--- src/rtl/ahb_split_slave_if.sv ---
// ahb_split_slave_if: AHB address/data signals seen by the split-capable slave,
// plus the arbiter outputs (HMASTER/HMASTLOCK) and the HSPLITx release vector.
interface ahb_split_slave_if;
  logic        HSEL;
  logic [1:0]  HTRANS;
  logic        HWRITE;
  logic [31:0] HADDR;
  logic        HREADY;
  logic [3:0]  HMASTER;
  logic        HMASTLOCK;
  logic        HREADYOUT;
  logic [1:0]  HRESP;
  logic [31:0] HRDATA;
  logic [15:0] HSPLITx;

  modport master (
    output HSEL, HTRANS, HWRITE, HADDR, HREADY, HMASTER, HMASTLOCK,
    input  HREADYOUT, HRESP, HRDATA, HSPLITx
  );

  modport slave (
    input  HSEL, HTRANS, HWRITE, HADDR, HREADY, HMASTER, HMASTLOCK,
    output HREADYOUT, HRESP, HRDATA, HSPLITx
  );
endinterface

--- src/rtl/ahb_split_slave.sv ---
// ahb_split_slave: slow AHB target. Each non-locked transfer in idle starts a
// LATENCY-cycle job and is answered SPLIT; the owner is released through
// HSPLITx when the job finishes and completes on its retry. Masters split
// while the job is busy are remembered and released once the job retires.
// Locked transfers are never split: in idle they are served with wait states,
// while a job is in flight they get ERROR.
module ahb_split_slave #(
  parameter int unsigned LATENCY = 8
) (
  input logic              HCLK,
  input logic              HRESETn,
  ahb_split_slave_if.slave bus
);

  localparam logic [7:0] LAT_M1     = 8'(LATENCY - 1);
  localparam logic [1:0] RESP_OKAY  = 2'b00;
  localparam logic [1:0] RESP_ERROR = 2'b01;
  localparam logic [1:0] RESP_SPLIT = 2'b11;

  typedef enum logic [1:0] {
    J_IDLE = 2'd0,
    J_RUN  = 2'd1,
    J_DONE = 2'd2
  } job_state_e;

  typedef enum logic [1:0] {
    R_OK     = 2'd0,
    R_WAIT   = 2'd1,
    R_FIRST  = 2'd2,
    R_SECOND = 2'd3
  } resp_state_e;

  // What the job side decided about the transfer sampled this cycle.
  typedef enum logic [2:0] {
    ACT_NONE  = 3'd0,
    ACT_SPLIT = 3'd1,
    ACT_ERROR = 3'd2,
    ACT_DATA  = 3'd3,
    ACT_LOCK  = 3'd4
  } act_e;

  job_state_e  job_state_q, job_state_d;
  logic [3:0]  owner_q, owner_d;
  logic [31:0] job_addr_q, job_addr_d;
  logic [7:0]  job_cnt_q, job_cnt_d;
  logic [15:0] pending_q, pending_d;

  resp_state_e resp_state_q, resp_state_d;
  logic [7:0]  wait_cnt_q, wait_cnt_d;
  logic [31:0] lock_addr_q, lock_addr_d;

  logic        hreadyout_q, hreadyout_d;
  logic [1:0]  hresp_q, hresp_d;
  logic [31:0] hrdata_q, hrdata_d;
  logic [15:0] hsplit_q, hsplit_d;

  logic        valid_s;
  logic        is_owner_s;
  act_e        act_s;
  logic        unused_ok;

  // A transfer is only taken while this slave itself is not stalling the bus.
  assign valid_s    = bus.HSEL & bus.HTRANS[1] & bus.HREADY & hreadyout_q;
  assign is_owner_s = (bus.HMASTER == owner_q);
  // Write direction and the SEQ/NONSEQ distinction do not affect behaviour.
  assign unused_ok  = ^{bus.HWRITE, bus.HTRANS[0]};

  // Job FSM: capture, countdown, owner release, retirement and pending bookkeeping.
  always_comb begin
    job_state_d = job_state_q;
    owner_d     = owner_q;
    job_addr_d  = job_addr_q;
    job_cnt_d   = job_cnt_q;
    pending_d   = pending_q;
    hsplit_d    = 16'h0000;
    act_s       = ACT_NONE;
    case (job_state_q)
      J_IDLE: begin
        if (valid_s) begin
          if (bus.HMASTLOCK) begin
            act_s = ACT_LOCK;
          end else begin
            act_s       = ACT_SPLIT;
            owner_d     = bus.HMASTER;
            job_addr_d  = bus.HADDR;
            job_cnt_d   = LAT_M1;
            job_state_d = J_RUN;
          end
        end else begin
          act_s = ACT_NONE;
        end
      end
      J_RUN: begin
        if (job_cnt_q == 8'd0) begin
          job_state_d       = J_DONE;
          hsplit_d[owner_q] = 1'b1;
        end else begin
          job_cnt_d = job_cnt_q - 8'd1;
        end
        if (valid_s) begin
          if (bus.HMASTLOCK) begin
            act_s = ACT_ERROR;
          end else begin
            act_s = ACT_SPLIT;
            // The owner is already tracked; only bystanders need a release later.
            if (!is_owner_s) begin
              pending_d[bus.HMASTER] = 1'b1;
            end else begin
              pending_d = pending_d;
            end
          end
        end else begin
          act_s = ACT_NONE;
        end
      end
      J_DONE: begin
        if (valid_s) begin
          if (bus.HMASTLOCK) begin
            act_s = ACT_ERROR;
          end else if (is_owner_s) begin
            // Retirement: release everyone split meanwhile in the next cycle.
            act_s       = ACT_DATA;
            job_state_d = J_IDLE;
            hsplit_d    = pending_q;
            pending_d   = 16'h0000;
          end else begin
            act_s                  = ACT_SPLIT;
            pending_d[bus.HMASTER] = 1'b1;
          end
        end else begin
          act_s = ACT_NONE;
        end
      end
      default: begin
        job_state_d = J_IDLE;
      end
    endcase
  end

  // Response FSM: two-cycle SPLIT/ERROR, locked wait states and read data.
  always_comb begin
    resp_state_d = resp_state_q;
    wait_cnt_d   = wait_cnt_q;
    lock_addr_d  = lock_addr_q;
    hreadyout_d  = 1'b1;
    hresp_d      = RESP_OKAY;
    hrdata_d     = 32'h0000_0000;
    case (resp_state_q)
      R_WAIT: begin
        if (wait_cnt_q == 8'd0) begin
          resp_state_d = R_OK;
          hrdata_d     = lock_addr_q;
        end else begin
          wait_cnt_d  = wait_cnt_q - 8'd1;
          hreadyout_d = 1'b0;
        end
      end
      R_FIRST: begin
        resp_state_d = R_SECOND;
        hresp_d      = hresp_q;
      end
      R_OK, R_SECOND: begin
        resp_state_d = R_OK;
        case (act_s)
          ACT_SPLIT: begin
            resp_state_d = R_FIRST;
            hreadyout_d  = 1'b0;
            hresp_d      = RESP_SPLIT;
          end
          ACT_ERROR: begin
            resp_state_d = R_FIRST;
            hreadyout_d  = 1'b0;
            hresp_d      = RESP_ERROR;
          end
          ACT_DATA: begin
            hrdata_d = job_addr_q;
          end
          ACT_LOCK: begin
            resp_state_d = R_WAIT;
            wait_cnt_d   = LAT_M1;
            lock_addr_d  = bus.HADDR;
            hreadyout_d  = 1'b0;
          end
          default: begin
            resp_state_d = R_OK;
          end
        endcase
      end
      default: begin
        resp_state_d = R_OK;
      end
    endcase
  end

  // State and output registers with synchronous active-low reset.
  always_ff @(posedge HCLK) begin
    if (!HRESETn) begin
      job_state_q  <= J_IDLE;
      owner_q      <= 4'h0;
      job_addr_q   <= 32'h0000_0000;
      job_cnt_q    <= 8'd0;
      pending_q    <= 16'h0000;
      resp_state_q <= R_OK;
      wait_cnt_q   <= 8'd0;
      lock_addr_q  <= 32'h0000_0000;
      hreadyout_q  <= 1'b1;
      hresp_q      <= RESP_OKAY;
      hrdata_q     <= 32'h0000_0000;
      hsplit_q     <= 16'h0000;
    end else begin
      job_state_q  <= job_state_d;
      owner_q      <= owner_d;
      job_addr_q   <= job_addr_d;
      job_cnt_q    <= job_cnt_d;
      pending_q    <= pending_d;
      resp_state_q <= resp_state_d;
      wait_cnt_q   <= wait_cnt_d;
      lock_addr_q  <= lock_addr_d;
      hreadyout_q  <= hreadyout_d;
      hresp_q      <= hresp_d;
      hrdata_q     <= hrdata_d;
      hsplit_q     <= hsplit_d;
    end
  end

  assign bus.HREADYOUT = hreadyout_q;
  assign bus.HRESP     = hresp_q;
  assign bus.HRDATA    = hrdata_q;
  assign bus.HSPLITx   = hsplit_q;

endmodule

--- src/flat_wrapper.sv ---
// flat-port wrapper written by rule: the top's interface ports become plain ports
module ahb_split_slave_flat 
#(
  parameter int unsigned LATENCY = 8
)
  (HCLK, HRESETn, bus_HSEL, bus_HTRANS, bus_HWRITE, bus_HADDR, bus_HREADY, bus_HMASTER, bus_HMASTLOCK, bus_HREADYOUT, bus_HRESP, bus_HRDATA, bus_HSPLITx);
  ahb_split_slave_if bus_i ();
  input logic HCLK;
  input logic HRESETn;
  input wire logic [$bits(bus_i.HSEL)-1:0] bus_HSEL;
  input wire logic [$bits(bus_i.HTRANS)-1:0] bus_HTRANS;
  input wire logic [$bits(bus_i.HWRITE)-1:0] bus_HWRITE;
  input wire logic [$bits(bus_i.HADDR)-1:0] bus_HADDR;
  input wire logic [$bits(bus_i.HREADY)-1:0] bus_HREADY;
  input wire logic [$bits(bus_i.HMASTER)-1:0] bus_HMASTER;
  input wire logic [$bits(bus_i.HMASTLOCK)-1:0] bus_HMASTLOCK;
  output wire logic [$bits(bus_i.HREADYOUT)-1:0] bus_HREADYOUT;
  output wire logic [$bits(bus_i.HRESP)-1:0] bus_HRESP;
  output wire logic [$bits(bus_i.HRDATA)-1:0] bus_HRDATA;
  output wire logic [$bits(bus_i.HSPLITx)-1:0] bus_HSPLITx;
  assign bus_i.HSEL = bus_HSEL;
  assign bus_i.HTRANS = bus_HTRANS;
  assign bus_i.HWRITE = bus_HWRITE;
  assign bus_i.HADDR = bus_HADDR;
  assign bus_i.HREADY = bus_HREADY;
  assign bus_i.HMASTER = bus_HMASTER;
  assign bus_i.HMASTLOCK = bus_HMASTLOCK;
  assign bus_HREADYOUT = bus_i.HREADYOUT;
  assign bus_HRESP = bus_i.HRESP;
  assign bus_HRDATA = bus_i.HRDATA;
  assign bus_HSPLITx = bus_i.HSPLITx;
  ahb_split_slave #(.LATENCY(LATENCY)) u_core (.HCLK(HCLK), .HRESETn(HRESETn), .bus(bus_i));
endmodule
--- config.mk ---
export PLATFORM = sky130hd
export DESIGN_NAME = ahb_split_slave_flat
export DESIGN_NICKNAME = d
export VERILOG_FILES = /design/src/rtl/ahb_split_slave_if.sv /design/src/rtl/ahb_split_slave.sv /design/src/flat_wrapper.sv
export SDC_FILE = /design/constraint.sdc
export NUM_CORES = 1
export LEC_CHECK = 0
export ABC_AREA = 1
export CAP_MARGIN = 40
export CORE_UTILIZATION = 54
export CTS_CLUSTER_DIAMETER = 60
export DETAILED_ROUTE_END_ITERATION = 10
export GPL_ROUTABILITY_DRIVEN = 0
export PLACE_DENSITY = 0.79
export SETUP_SLACK_MARGIN = 0.05
export SLEW_MARGIN = 20
export SYNTH_ARGS = -nofsm -noshare
export SYNTH_HDL_FRONTEND = slang
export SYNTH_SLANG_ARGS = --single-unit
--- constraint.sdc ---
create_clock -name HCLK -period 2.05 [get_ports HCLK]
set_input_delay 0.3075 -clock HCLK [delete_from_list [all_inputs] [get_ports HCLK]]
set_output_delay 0.3075 -clock HCLK [all_outputs]
set_load 0.01 [all_outputs]
After elaboration in Yosys (flattened, before gate mapping)

Index checks and enable logic that the tools add are counted.

Register bits after elaboration: 155
Input bits: 44
Output and inout bits: 51

Add/sub/neg operators: 2
Order comparisons: 4
Equal/unequal tests: 23
Multiplexer cells: 49
Bitwise logic cells: 5
Reduce and logical (&&, ||, !) cells: 18

Operator list:

| kind                                                       | number |
|---|---|
| 2-to-1 mux 16 bit                                          | 10 |
| 2-to-1 mux 32 bit                                          | 2 |
| case mux 16 bit (2 select lines)                           | 2 |
| case mux 32 bit (2 select lines)                           | 1 |
| 2-to-1 mux 8 bit                                           | 5 |
| case mux 8 bit (2 select lines)                            | 2 |
| 2-to-1 mux 2 bit                                           | 10 |
| zero test 8 bit                                            | 2 |
| bitwise OR 16 bit                                          | 1 |
| subtractor 8 x 1 -> 8 bit, second input constant           | 2 |
| inequality test 2 bit, second input constant               | 7 |
| 2-to-1 mux 3 bit                                           | 4 |
| inequality test 2 x 1 -> 1 bit, second input constant      | 6 |
| case mux 2 bit (2 select lines)                            | 3 |
| case mux 2 bit (3 select lines)                            | 2 |
| AND reduction 6 bit                                        | 2 |
| less-than comparator 4 x 5 -> 1 bit, second input constant | 2 |
| case mux 3 bit (3 select lines)                            | 1 |
| demux 1 bit (select 4 bit)                                 | 2 |
| >= comparator 4 x 1 -> 1 bit, second input constant        | 2 |
| equality test 2 bit, second input constant                 | 3 |
| equality test 3 x 2 -> 1 bit, second input constant        | 2 |
| AND reduction 3 bit                                        | 2 |
| nonzero test 2 bit                                         | 3 |
| 14 further kinds                                           | 23 |

Logic depth before layout (Yosys ltp)

Depth after elaboration: 9
Mapped depth: 15
Depth with buffers taken out: 14

Least setup slack after synthesis

Ideal clock, no wire load.

Kind: register -> register
From: reg u_core.job_state_q[1]
To: reg u_core.resp_state_q[1]
Setup time: 0.132 ns
Arrival time: 1.659 ns
Setup slack: 0.259 ns
Cell stages (with the launch flop): 13
Period minus slack after synthesis: 1.791 ns
Cell sequence: dfxtp_1 > inv_1 > ha_1 > inv_1 > nand2_1 > o21ai_0 > nor2_1 > nand3_1 > nand2_1 > nand2_1 > nand2_1 > nand2_1 > a21oi_1

Cells in the longest elaborated chain, start to end: 6

Ends and longest elaborated chain:

| what                                                                         | line                   | source |
|---|---|---|
| from (decl)                                                                  | ahb_split_slave.sv:42  | `job_state_e job_state_q, job_state_d;` |
| from (signal assigned)                                                       | ahb_split_slave.sv:211 | `job_state_q <= job_state_d;` |
| equality test 2 bit, or another cell as far along                            | ahb_split_slave.sv:77  | `case (job_state_q)` |
| case mux 3 bit (3 select lines) (*)                                          | ahb_split_slave.sv:77  |  |
| equality test 3 x 1 -> 1 bit or equality test 3 x 2 -> 1 bit (tied branches) | ahb_split_slave.sv:164 | `case (act_s)` |
| OR reduction 2 bit (no source line)                                          | -                      |  |
| case mux 2 bit (2 select lines) (*)                                          | ahb_split_slave.sv:164 |  |
| case mux 2 bit (3 select lines) (*)                                          | ahb_split_slave.sv:148 | `case (resp_state_q)` |
| to (signal assigned)                                                         | ahb_split_slave.sv:216 | `resp_state_q <= resp_state_d;` |
| to (decl)                                                                    | ahb_split_slave.sv:48  | `resp_state_e resp_state_q, resp_state_d;` |

Mark *: on every way between the ends. The rest lies on a longest branch, timed or not.
A chain may end at the register's enable or synchronous reset.

Final worst setup path

From: reg u_core.job_cnt_q[0]
To: reg u_core.job_cnt_q[5]

Cells in the longest elaborated chain, start to end: 3

Ends and longest elaborated chain:

| what                                                                   | line                                         | source |
|---|---|---|
| from (decl)                                                            | ahb_split_slave.sv:45                        | `logic [7:0] job_cnt_q, job_cnt_d;` |
| from (signal assigned)                                                 | ahb_split_slave.sv:214                       | `job_cnt_q <= job_cnt_d;` |
| subtractor 8 x 1 -> 8 bit or zero test 8 bit (tied branches)           | ahb_split_slave.sv:98, ahb_split_slave.sv:94 |  |
| 2-to-1 mux 8 bit or inequality test 2 bit (tied branches)              | -                                            |  |
| case mux 8 bit (2 select lines) or AND reduction 4 bit (tied branches) | -                                            |  |

Parallel ways exist; a longest one is shown, timed or not. The select of a mux whose other input is x is not followed.

==> summary.txt <==
Slew Limit Fails: 0
WL final: 16000 um
# diodes: 0
Setup Skew: 0.00633 ns
DRC viols: 0
drt pass-1 iters: 5
RSZ-0062 raised after global routing: yes
status: completed
Critical path buffers and inverters: 3
Post-synth EDFFs: 0
top_reg_cell synth: dfxtp_1
Pwr Total: 0.00816 W
Hold Path Class: in -> reg
M3 GR Usage: 0.0861
Slew @ Worst Pin: 0.573 ns
Sinks on Clock Net: 155
worst rel slew slack: 0.617
largest net degree at the start of global routing: 52
most crowded layer after global routing: met2
WP data required: 2.34 ns
final design utilization: 0.743
Syn. warnings: 0
Syn Std Cell Area: 6210 um^2
async set-or-reset flop fraction in the synthesized netlist: 0
met2 global-route usage: 0.472
post-synthesis cell count: 799
detailed-placement wirelength estimate: 10100 um
Die W: 109 um
Slowest-stage cell, CP: dfxtp_1
# fillers: 807
Mean Syn Cell Area: 7.77 um^2
crit path DAT: 2.19 ns
P&R area growth vs syn: 32.0%
Avg Vias per Cell: 5.45
Post-DRT Antenna Nets: 0
total congestion overflow: 0
storage element area: 3110 um^2
Max Root-Sink Buffers: 2
clk_lat worst skew: 0.43 ns
layout cell share with drive strength beyond 1: 0.150
critical path class: reg -> reg
initial core utilization: 0.563
Max H-tree Level: 4
register area share after synthesis: 0.500
Critical Path Source Type: register
Seq cells post-synth: 155
Core Box Area: 11000 um^2
Cells after DPL: 1032
maximum clock frequency: 524 MHz
Avg WL per Cell: 15.0 um
CP Capture Type: register
final hold vios: 0
Tcrit/Tclk final: 0.931
CP cell instances: inv_1 -> ha_1 -> inv_1 -> nor2_2 -> nand3_1 -> nor3_2 -> nand2_2 -> nand2_2 -> inv_2 -> nand2_2 -> o21ai_0 -> a21oi_1
final net count: 969
placed cell area: 7490 um^2
Max IR drop VDD: 0.639 mV
Largest stage delay, worst path: 0.37 ns
min Tclk post-route: 1.91 ns
final std cells w/o fill: 1069
initial antenna violation count: 0
initial DRC count: 494
# rows: 38
first-pass GRT wire length: 25200 um
Worst path top cell family by delay: simple AND/OR/NAND/NOR gates
CTS Buf Count: 17
Worst-path clk slew: 0.06 ns
CP Max Fanout: 5
met1 usage: 0.317
number of port buffers: 92
Die H: 109 um
CTS tree: done
most frequent cell on the critical path: nand2_2
pwr dens: 996 nW/um^2
Leakage Power: 3.16 nW
area of the multi-input gates: 2760 um^2
die footprint: 11900 um^2
final instance area: 8200 um^2
CTS root buffer: clkbuf_16
Max-Cap Viols: 0
number of global-route vias before repair: 5558
total track usage: 0.274
Setup-failing EPs final: 0
num ports: 95
Mapped Nets: 852
library cells used by synthesis: 36
vias: 5825
-- registers in the layout (all words and copies together), names as in the netlist --
signal                count
u_core.bus.HRDATA        32
u_core.bus.HREADYOUT      1
u_core.bus.HRESP          2
u_core.bus.HSPLITx       16
u_core.job_addr_q        32
u_core.job_cnt_q          8
u_core.job_state_q        2
u_core.lock_addr_q       32
u_core.owner_q            4
u_core.pending_q         16
u_core.resp_state_q       2
u_core.wait_cnt_q         8
-- metal layers --
metal | up-vias | routed length (um)
met5 | - | 0
met4 | 0 | 186
met3 | 22 | 1010
met2 | 219 | 8150
met1 | 2747 | 6650
li1 | 2837 | -
-- synth_stat cells, types with 2 or more instances --
master	n	area share
a21oi_1	66	0.053
a21oi_2	10	0.014
a31oi_1	3	0.0030
buf_1	2	0.0012
buf_2	5	0.0040
buf_4	6	0.0073
buf_6	3	0.0054
clkbuf_1	25	0.015
dfxtp_1	155	0.50
ha_1	9	0.018
inv_1	39	0.024
inv_2	7	0.0042
inv_4	2	0.0020
nand2_1	116	0.070
nand2_2	4	0.0040
nand3_1	43	0.035
nand3_2	10	0.016
nand4_1	10	0.010
nor2_1	165	0.10
nor2_2	5	0.0050
nor2_4	2	0.0036
nor3_1	6	0.0048
o211ai_1	2	0.0024
o21ai_0	53	0.043
o21ai_1	27	0.022
o21ba_1	3	0.0048
o21ba_2	6	0.0097
or2_2	2	0.0020
xor2_1	6	0.0085
-- area by class of cell --
class / instances / share of cell area
inverters: 48 / 0.0234
clock inverters: 12 / 0.0209
well taps: 140 / 0.0214
clock buffers: 20 / 0.0545
repair buffers: 139 / 0.164
multi-input cells: 555 / 0.337
flip-flops and latches: 155 / 0.379
-- report_power, final --
| group | leakage [nW] | total, W | switching (W) | internal (W) |
|---|---|---|---|---|
| registers | 1.25 | 0.00331 | 0.000123 | 0.00319 |
| clock network | 0.296 | 0.00328 | 0.00122 | 0.00206 |
| logic | 1.61 | 0.00157 | 0.000933 | 0.000638 |
| total | 3.16 | 0.00816 | 0.00228 | 0.00589 |
-- worst reg2reg max path, delay by kind of cell, from the launching register on --
family                     cells  cell delay (ns)
buffers and inverters          3             0.25
AOI/OAI and AO/OA              2             0.42
adders and majority gates      1             0.20
and+or+nand+nor                6             0.53
DFF                            1             0.37
-- final timing paths --
kind                                                         from                                end  slack, ns  cells after the start
worst max-delay path             u_core.job_cnt_q[0]$_SDFFE_PN0P_   u_core.job_cnt_q[5]$_SDFFE_PN0P_       0.14                     12
worst max register to register   u_core.job_cnt_q[0]$_SDFFE_PN0P_   u_core.job_cnt_q[5]$_SDFFE_PN0P_       0.14                     12
worst min-delay path                                      HRESETn  u_core.wait_cnt_q[0]$_SDFFE_PN0P_       0.40                      3
worst min register to register  u_core.pending_q[15]$_SDFFE_PN0P_  u_core.pending_q[15]$_SDFFE_PN0P_       0.46                      2
-- per-stage QoR --
stage / setup slack (ns) / hold slack, ns / setup TNS (ns)
global route: 0.0168 / 0.417 / 0
detailed placement: -0.198 / 0.443 / -12.56
global placement: -0.139 / 0.441 / -6.12
finish: 0.142 / 0.399 / 0
floorplan: 0.259 / 0.429 / 0
CTS: 0.0753 / 0.363 / 0
-- cells by family (layout without fill, tap and decap cells) --
logic type                 count (synthesis)  after routing  share of synthesized area
AOI/OAI and AO/OA                        172            172                      0.154
xor gates and xnor gates                   7              7                    0.00987
adders and majority gates                  9              9                     0.0181
buffers and inverters                     89            219                     0.0629
DFF                                      155            155                      0.500
and+or+nand+nor                          367            367                      0.255
-- cell usage in the layout, fill, tap and decap left out, types with 5 or more instances in the layout --
| cell | synthesis | routed |
|---|---|---|
| xor2_1 | 6 | 6 |
| nand2_1 | 116 | 113 |
| nor3_1 | 6 | 5 |
| dfxtp_1 | 155 | 153 |
| nor2_2 | 5 | 5 |
| o21ba_2 | 6 | 6 |
| buf_12 | 0 | 6 |
| nor2_1 | 165 | 163 |
| inv_2 | 7 | 7 |
| nand3_1 | 43 | 43 |
| a21oi_1 | 66 | 66 |
| o21ai_0 | 53 | 51 |
| nand3_2 | 10 | 10 |
| ha_1 | 9 | 9 |
| clkbuf_16 | 0 | 17 |
| o21ai_1 | 27 | 28 |
| nand2_2 | 4 | 6 |
| inv_1 | 39 | 37 |
| a21oi_2 | 10 | 10 |
| clkdlybuf4s50_1 | 0 | 91 |
| nand4_1 | 10 | 10 |
| buf_4 | 6 | 41 |
-- repair_timing --
item | in CTS | in global routing
hold buffers | 0 | 0
pin swaps | 0 | 7
setup buffers | 0 | 5
gates resized for setup | 1 | 17
setup endpoints to repair | 1 | 83
No activity file was read; power rests on OpenSTA's default activity.
